File: src/rtl/display_ctrl.sv
// display_ctrl: latches one BCD packet from N_SRC prioritised sources,
// decodes each digit to 7-segment and blanks masked digits on a blink timer.
// Ports: clk, rst (sync, active-high), src_en, bcd_in, blink_mask -> seg,
// cur_src, upd, blink_phase. Blink logic is built only when the macro
// DISPLAY_CTRL_BLINK_EN is defined; otherwise blink_phase = 0, mask ignored.
module display_ctrl #(
   parameter int N_DIGITS  = 6,
   parameter int N_SRC     = 2,
   parameter int BLINK_DIV = 25_000_000
) (
   input  logic                          clk,
   input  logic                          rst,
   input  logic [N_SRC-1:0]              src_en,
   input  logic [N_SRC*N_DIGITS*4-1:0]   bcd_in,
   input  logic [N_DIGITS-1:0]           blink_mask,
   output logic [N_DIGITS*7-1:0]         seg,
   output logic [1:0]                    cur_src,
   output logic                          upd,
   output logic                          blink_phase
);

   localparam int PW = N_DIGITS * 4;

   logic [PW-1:0]       code_q, code_d;
   logic [1:0]          src_q, src_d;
   logic                upd_q, upd_d;
   logic [PW-1:0]       pkt;
   logic [1:0]          sel;
   logic                load;
   logic [N_DIGITS-1:0] blank;

   function automatic logic [6:0] dec7(input logic [3:0] c);
      logic [6:0] p;
      case (c)
         4'h0:    p = 7'b0111111;
         4'h1:    p = 7'b0000110;
         4'h2:    p = 7'b1011011;
         4'h3:    p = 7'b1001111;
         4'h4:    p = 7'b1100110;
         4'h5:    p = 7'b1101101;
         4'h6:    p = 7'b1111101;
         4'h7:    p = 7'b0000111;
         4'h8:    p = 7'b1111111;
         4'h9:    p = 7'b1101111;
         4'hA:    p = 7'b1000000;
         default: p = 7'b0000000;
      endcase
      return p;
   endfunction

   // Walk from highest index down so the lowest set index wins.
   always_comb begin
      pkt  = '0;
      sel  = '0;
      load = 1'b0;
      for (int s = N_SRC - 1; s >= 0; s--) begin
         if (src_en[s]) begin
            pkt  = bcd_in[s*PW +: PW];
            sel  = 2'(s);
            load = 1'b1;
         end
      end
   end

   always_comb begin
      code_d = load ? pkt : code_q;
      src_d  = load ? sel : src_q;
      upd_d  = load && (pkt != code_q);
   end

   always_ff @(posedge clk) begin
      if (rst) begin
         code_q <= {N_DIGITS{4'hB}};
         src_q  <= '0;
         upd_q  <= 1'b0;
      end else begin
         code_q <= code_d;
         src_q  <= src_d;
         upd_q  <= upd_d;
      end
   end

`ifdef DISPLAY_CTRL_BLINK_EN
   localparam int CW = (BLINK_DIV > 1) ? $clog2(BLINK_DIV) : 1;

   logic [CW-1:0] cnt_q, cnt_d;
   logic          phase_q, phase_d;

   // Restart on the changing load edge as well as while upd is high,
   // so new data is never shown blanked.
   always_comb begin
      cnt_d   = cnt_q + 1'b1;
      phase_d = phase_q;
      if (upd_d || upd_q) begin
         cnt_d   = '0;
         phase_d = 1'b0;
      end else if (cnt_q == CW'(BLINK_DIV - 1)) begin
         cnt_d   = '0;
         phase_d = ~phase_q;
      end
   end

   always_ff @(posedge clk) begin
      if (rst) begin
         cnt_q   <= '0;
         phase_q <= 1'b0;
      end else begin
         cnt_q   <= cnt_d;
         phase_q <= phase_d;
      end
   end

   assign blink_phase = phase_q;
   assign blank       = phase_q ? blink_mask : '0;
`else
   logic unused_mask;
   assign unused_mask = ^blink_mask;
   assign blink_phase = 1'b0;
   assign blank       = '0;
`endif

   always_comb begin
      seg = '0;
      for (int d = 0; d < N_DIGITS; d++) begin
         seg[d*7 +: 7] = blank[d] ? 7'b0 : dec7(code_q[d*4 +: 4]);
      end
   end

   assign cur_src = src_q;
   assign upd     = upd_q;

endmodule

File: config.mk
export PLATFORM = sky130hd
export DESIGN_NAME = display_ctrl
export DESIGN_NICKNAME = d
export VERILOG_FILES = /design/src/rtl/display_ctrl.sv
export SDC_FILE = /design/constraint.sdc
export NUM_CORES = 1
export LEC_CHECK = 0
export CAP_MARGIN = 20
export CORE_MARGIN = 1
export CORE_UTILIZATION = 51
export DETAILED_ROUTE_END_ITERATION = 16
export DONT_BUFFER_PORTS = 1
export PLACE_DENSITY = 0.66
export SKIP_CTS_REPAIR_TIMING = 1
export SYNTH_ARGS = -nofsm -noshare
export SYNTH_HDL_FRONTEND = slang
export SYNTH_SLANG_ARGS = --single-unit
File: constraint.sdc
create_clock -name clk -period 4.64 [get_ports clk]
set_input_delay 0.928 -clock clk [delete_from_list [all_inputs] [get_ports clk]]
set_output_delay 0.928 -clock clk [all_outputs]
set_load 0.005 [all_outputs]
Word level (Yosys, flattened, before mapping)
Memories as Yosys holds them, arrays and structs flattened. A register that Yosys moved wholly into a read port is not among the register bits. Index checks and enable logic that the tools add are counted.

Memory bits (writable): 0. Logic and storage cells: 29. Latch bits: 0. Input bits: 58. Register bits after elaboration: 27. Memories: 6. Memory bits (read-only): 672. Output and inout port bits: 46.

Reduce and logical (&&, ||, !) cells: 1. Equality and inequality tests: 1. Bitwise gates (word level): 0. Shift operators: 0. Muxes and demuxes: 18. Div/mod/pow operators: 0. Add/sub/neg operators: 0. $mul: 0. $lt $le $gt $ge: 0.

Memory list: (name not given) (depth 16, bits a word 7, read ports 1, clocked after Yosys merged registers in 1, wr ports 0, line 34) `case (c)`; (name not given) (depth 16, bits a word 7, read ports 1, clocked after Yosys merged registers in 1, wr ports 0, line 34); (name not given) (depth 16, bits a word 7, read ports 1, clocked after Yosys merged registers in 1, wr ports 0, line 34); (name not given) (depth 16, bits a word 7, read ports 1, clocked after Yosys merged registers in 1, wr ports 0, line 34); (name not given) (depth 16, bits a word 7, read ports 1, clocked after Yosys merged registers in 1, wr ports 0, line 34); (name not given) (depth 16, bits a word 7, read ports 1, clocked after Yosys merged registers in 1, wr ports 0, line 34).

Operators with widths (number): 24-bit two-way mux (2); 4-bit two-way mux (12); 24-bit != test (1); 1-bit two-way mux (4); 1-bit logical AND (1).

Logic depth before layout (Yosys ltp)
Word-level depth: 4. Depth in mapped cells: 11. Mapped depth without buffers: 8.

Worst setup path before layout
No wires, ideal clock.

Path type: input to register. From: in src_en[1]. To: reg seg[0] (netlist name). Path buffers: 3. Slack: 1.927 ns. Library setup time: 0.121 ns. Required time: 4.519 ns. Stages: 11. Data arrival time: 2.592 ns. Cells stage by stage: buf_6 -> buf_6 -> buf_2 -> mux2i_1 -> a21oi_1 -> or2_2 -> inv_1 -> ha_1 -> nor2_1 -> o21bai_1 -> mux2_2.

Cells in the longest elaborated chain, start to end: 4.

Ends and longest elaborated chain: start: declaration (line 13) `input logic [N_SRC-1:0] src_en,`; 24-bit two-way mux or 1-bit two-way mux (tied branches) (2 in series) (line 57) `if (src_en[s]) begin`; 4-bit two-way mux (no line) (*) (2 in series).

Every way passes the cells marked *; elsewhere a longest branch is shown, timed or not. A chain may end at the register's enable or synchronous reset.

Worst setup path after layout
From: in src_en[0]. To: reg seg[28] (netlist name).

Cells in the longest elaborated chain, start to end: 3.

Ends and longest elaborated chain (line): 24-bit two-way mux or 1-bit two-way mux (tied branches) (57); 4-bit two-way mux (no line) (*) (2 in series).

Marks and branches as above.

==> results.sh <==
export IMPL_gp_congestion=0.849
export IMPL_drc=0
export IMPL_clockPowerShare=0.375
export IMPL_sw_frac_of_total=0.262
export IMPL_cts_buffers=9
export IMPL_synth_top_cell_area_share=0.326
export IMPL_synth_edf_count=0
export IMPL_internal_power_mw=1.06
export IMPL_fmax_ghz=0.381
export IMPL_ys_ff_latch=68
export IMPL_grt_max_degree=90
export IMPL_cp_num_buf_inv=2
export IMPL_yosys_area_top_type="dfxtp_1"
export IMPL_slew_violations=0
export IMPL_skew_ns=0.00734
export IMPL_grt_usage=0.222
export IMPL_die_h_um=92.5
export IMPL_finalSetupViolations=0
export IMPL_synth_seq_area_share=0.326
export IMPL_viasPerCell=5.76
export IMPL_yosysWarnings=0
export IMPL_die_width_um=92.5
export IMPL_synth_avg_cell_area_um2=8.52
export IMPL_synth_area_top_cells="dfxtp_1, ha_1, mux2i_1, nand2_1, a21o_1"
export IMPL_insertion_delay_ns=0.34
export IMPL_area_growth_pct=4.29
export IMPL_n_fill_cell=742
export IMPL_cp_cell_sequence="clkinv_1, a31oi_1, or2_2, inv_1, ha_1, or2_2, o21ai_0, mux2_2"
export IMPL_seq_power_share=0.467
export IMPL_grt_pass1_vias=3170
export IMPL_netlist_area_um2=4180
export IMPL_wire_per_inst_um=15.5
export IMPL_finalWorstSetupSlack_ns=2.01
export IMPL_cp_top_family="buffers and inverters"
export IMPL_power_switching_mw=0.375
export IMPL_worstMarginPinSlew_ns=0.831
export IMPL_ir_drop_mv=0.153
export IMPL_layout_min_cycle_time_ns=2.63
export IMPL_yosysUniqueCellTypes=58
export IMPL_fp_row_count=32
export IMPL_syn_instance_count=490
export IMPL_clk_path_buf_depth=2
export IMPL_drt_pass1_iter_count=4
export IMPL_drtAntennaViolNets=0
export IMPL_antenna_cells=0
export IMPL_io_pins=104
export IMPL_cts_sinks=68
export IMPL_timing_final_crit_share=0.566
export IMPL_drive_above_1_share=0.0753
export IMPL_cellLeakagePower_nw=1.98
export IMPL_max_stage_delay_ns=0.52
export IMPL_clockRootBuffer="clkbuf_8"
export IMPL_num_vias=3338
export IMPL_pre_cts_ws_ns=1.65
export IMPL_fin_setup_tns_ns=0
export IMPL_hold_path_class="flip-flop to flip-flop"
export IMPL_cpMostUsedCell="or2_2"
export IMPL_initial_core_util=0.535
export IMPL_ys_flop_type="dfxtp_1"
export IMPL_path_clk_slew_ns=0.07
export IMPL_grt_setup_unrepaired="false"
export IMPL_antenna_found_initial=0
export IMPL_nets=567
export IMPL_port_buffers=0
export IMPL_hpwl_um=6540
export IMPL_hold_viol_final=0
export IMPL_comb_power_share=0.158
export IMPL_end_kind="flip-flop"
export IMPL_yosysMostFrequentCell="dfxtp_1"
export IMPL_critPathMaxFanout=89
export IMPL_die_area_um2=8550
export IMPL_cts_tree="built"
export IMPL_status="finished, final reports clean"
export IMPL_relSlewSlack=0.446
export IMPL_slowest_stage="clkinv_1"
export IMPL_cts_htree_levels=3
export IMPL_drt_iter0_markers=164
export IMPL_synthTopCellsByCount="dfxtp_1, nand2_1, ha_1"
export IMPL_maxCapViolCount=0
export IMPL_coreArea_um2=7810
export IMPL_cp_start_kind="input pin"
export IMPL_path_class="input pin to flip-flop"
export IMPL_synthArstFlopShare=0
export IMPL_cp_arrival_ns=2.92
export IMPL_grt_overflow_total=0
export IMPL_finalWirelength_um=8990
export IMPL_power_density_nw_per_um2=329
export IMPL_cp_required_ns=4.93
export IMPL_grt_pass1_wl_um=14800
==> final timing paths <==
check	depth (start not counted)	from	endpoint	slack [ns]
min	2	cur_src[0]	cur_src[0]	0.52
min reg2reg	2	cur_src[0]	cur_src[0]	0.52
max	8	src_en[0]	seg[28]	2.01
max reg2reg	8	code_q[5]	seg[12]	2.70
==> cell usage in the layout (no fill, tap or decap), types with 4 or more instances in the layout <==
master    synthesis  final
dfxtp_1          68     68
nand2_1          59     59
ha_1             36     36
o21ai_0          27     27
a21oi_1          25     25
mux2i_1          23     23
inv_1            23     23
a21o_1           20     20
nor2_1           15     15
nand3_1          12     12
nor2b_1          11     11
clkbuf_8          0     10
mux2_2            9      9
nand2b_1          9      9
a31oi_1           9      9
nand3b_1          9      9
nor3_1            8      8
o21a_1            7      7
and3_1            7      7
or2_2             6      6
a211oi_1          5      5
o211ai_1          5      5
and3b_1           5      5
and2_1            4      4
o31ai_1           4      4
==> kinds of logic (layout without fill, tap and decap cells) <==
group / after synthesis / in the layout / share of synthesized area
mux: 33 / 33 / 0.0821
other cells: 1 / 2 / 0.000898
flops: 68 / 68 / 0.326
simple gates: 162 / 162 / 0.204
fa+ha+maj: 36 / 36 / 0.108
xor+xnor: 4 / 4 / 0.00839
buf+inv: 58 / 45 / 0.0686
compound gates: 128 / 128 / 0.202
==> registers in the layout (all words and copies together), names as in the netlist <==
| name | flops |
|---|---|
| code_q | 24 |
| cur_src | 1 |
| seg | 42 |
| upd | 1 |
==> worst min-delay path, delay by kind of cell (launching register included) <==
family / cells / cell delay [ns]
flops: 1 / 0.33
simple gates: 2 / 0.15
==> layer usage <==
| metal | GRT usage | part of all wire | vias up |
|---|---|---|---|
| met2 | 0.342 | 0.45 | 85 |
| met4 | 0.105 | 0.023 | 0 |
| met5 | 0 | 0 | - |
| li1 | - | - | 1686 |
| met1 | 0.285 | 0.46 | 1551 |
| met3 | 0.0632 | 0.068 | 16 |
==> stage by stage <==
stage                util  hold WS, ns  power [mW]  area, µm²  cells
floorplan               -        0.484       0.886       4180    491
global placement    0.530        0.507       0.901       4140    564
detailed placement  0.530        0.510       0.909       4140    564
CTS                 0.558        0.523        1.45       4350    580
global route        0.558        0.564        1.51       4350    580
finish              0.558        0.516        1.43       4350    580
==> cell type report <==
cell class              count  area, µm²  share of cell area
repair buffers              2       15.0             0.00345
clock inverters             4       72.6              0.0167
well taps                 102        128              0.0293
multi-input cells         365       2530               0.581
flip-flops and latches     68       1360               0.313
clock buffers              12        145              0.0333
inverters                  27        101              0.0233
==> power groups by stage <==
stage,registers (mW),logic [mW],clock network [mW]
after detailed placement,0.682,0.227,0
after global placement,0.680,0.221,0
after CTS,0.669,0.228,0.555
after floorplan,0.675,0.211,0
after global routing,0.674,0.259,0.581
final,0.668,0.226,0.536
(Power assumes the default switching activity.)
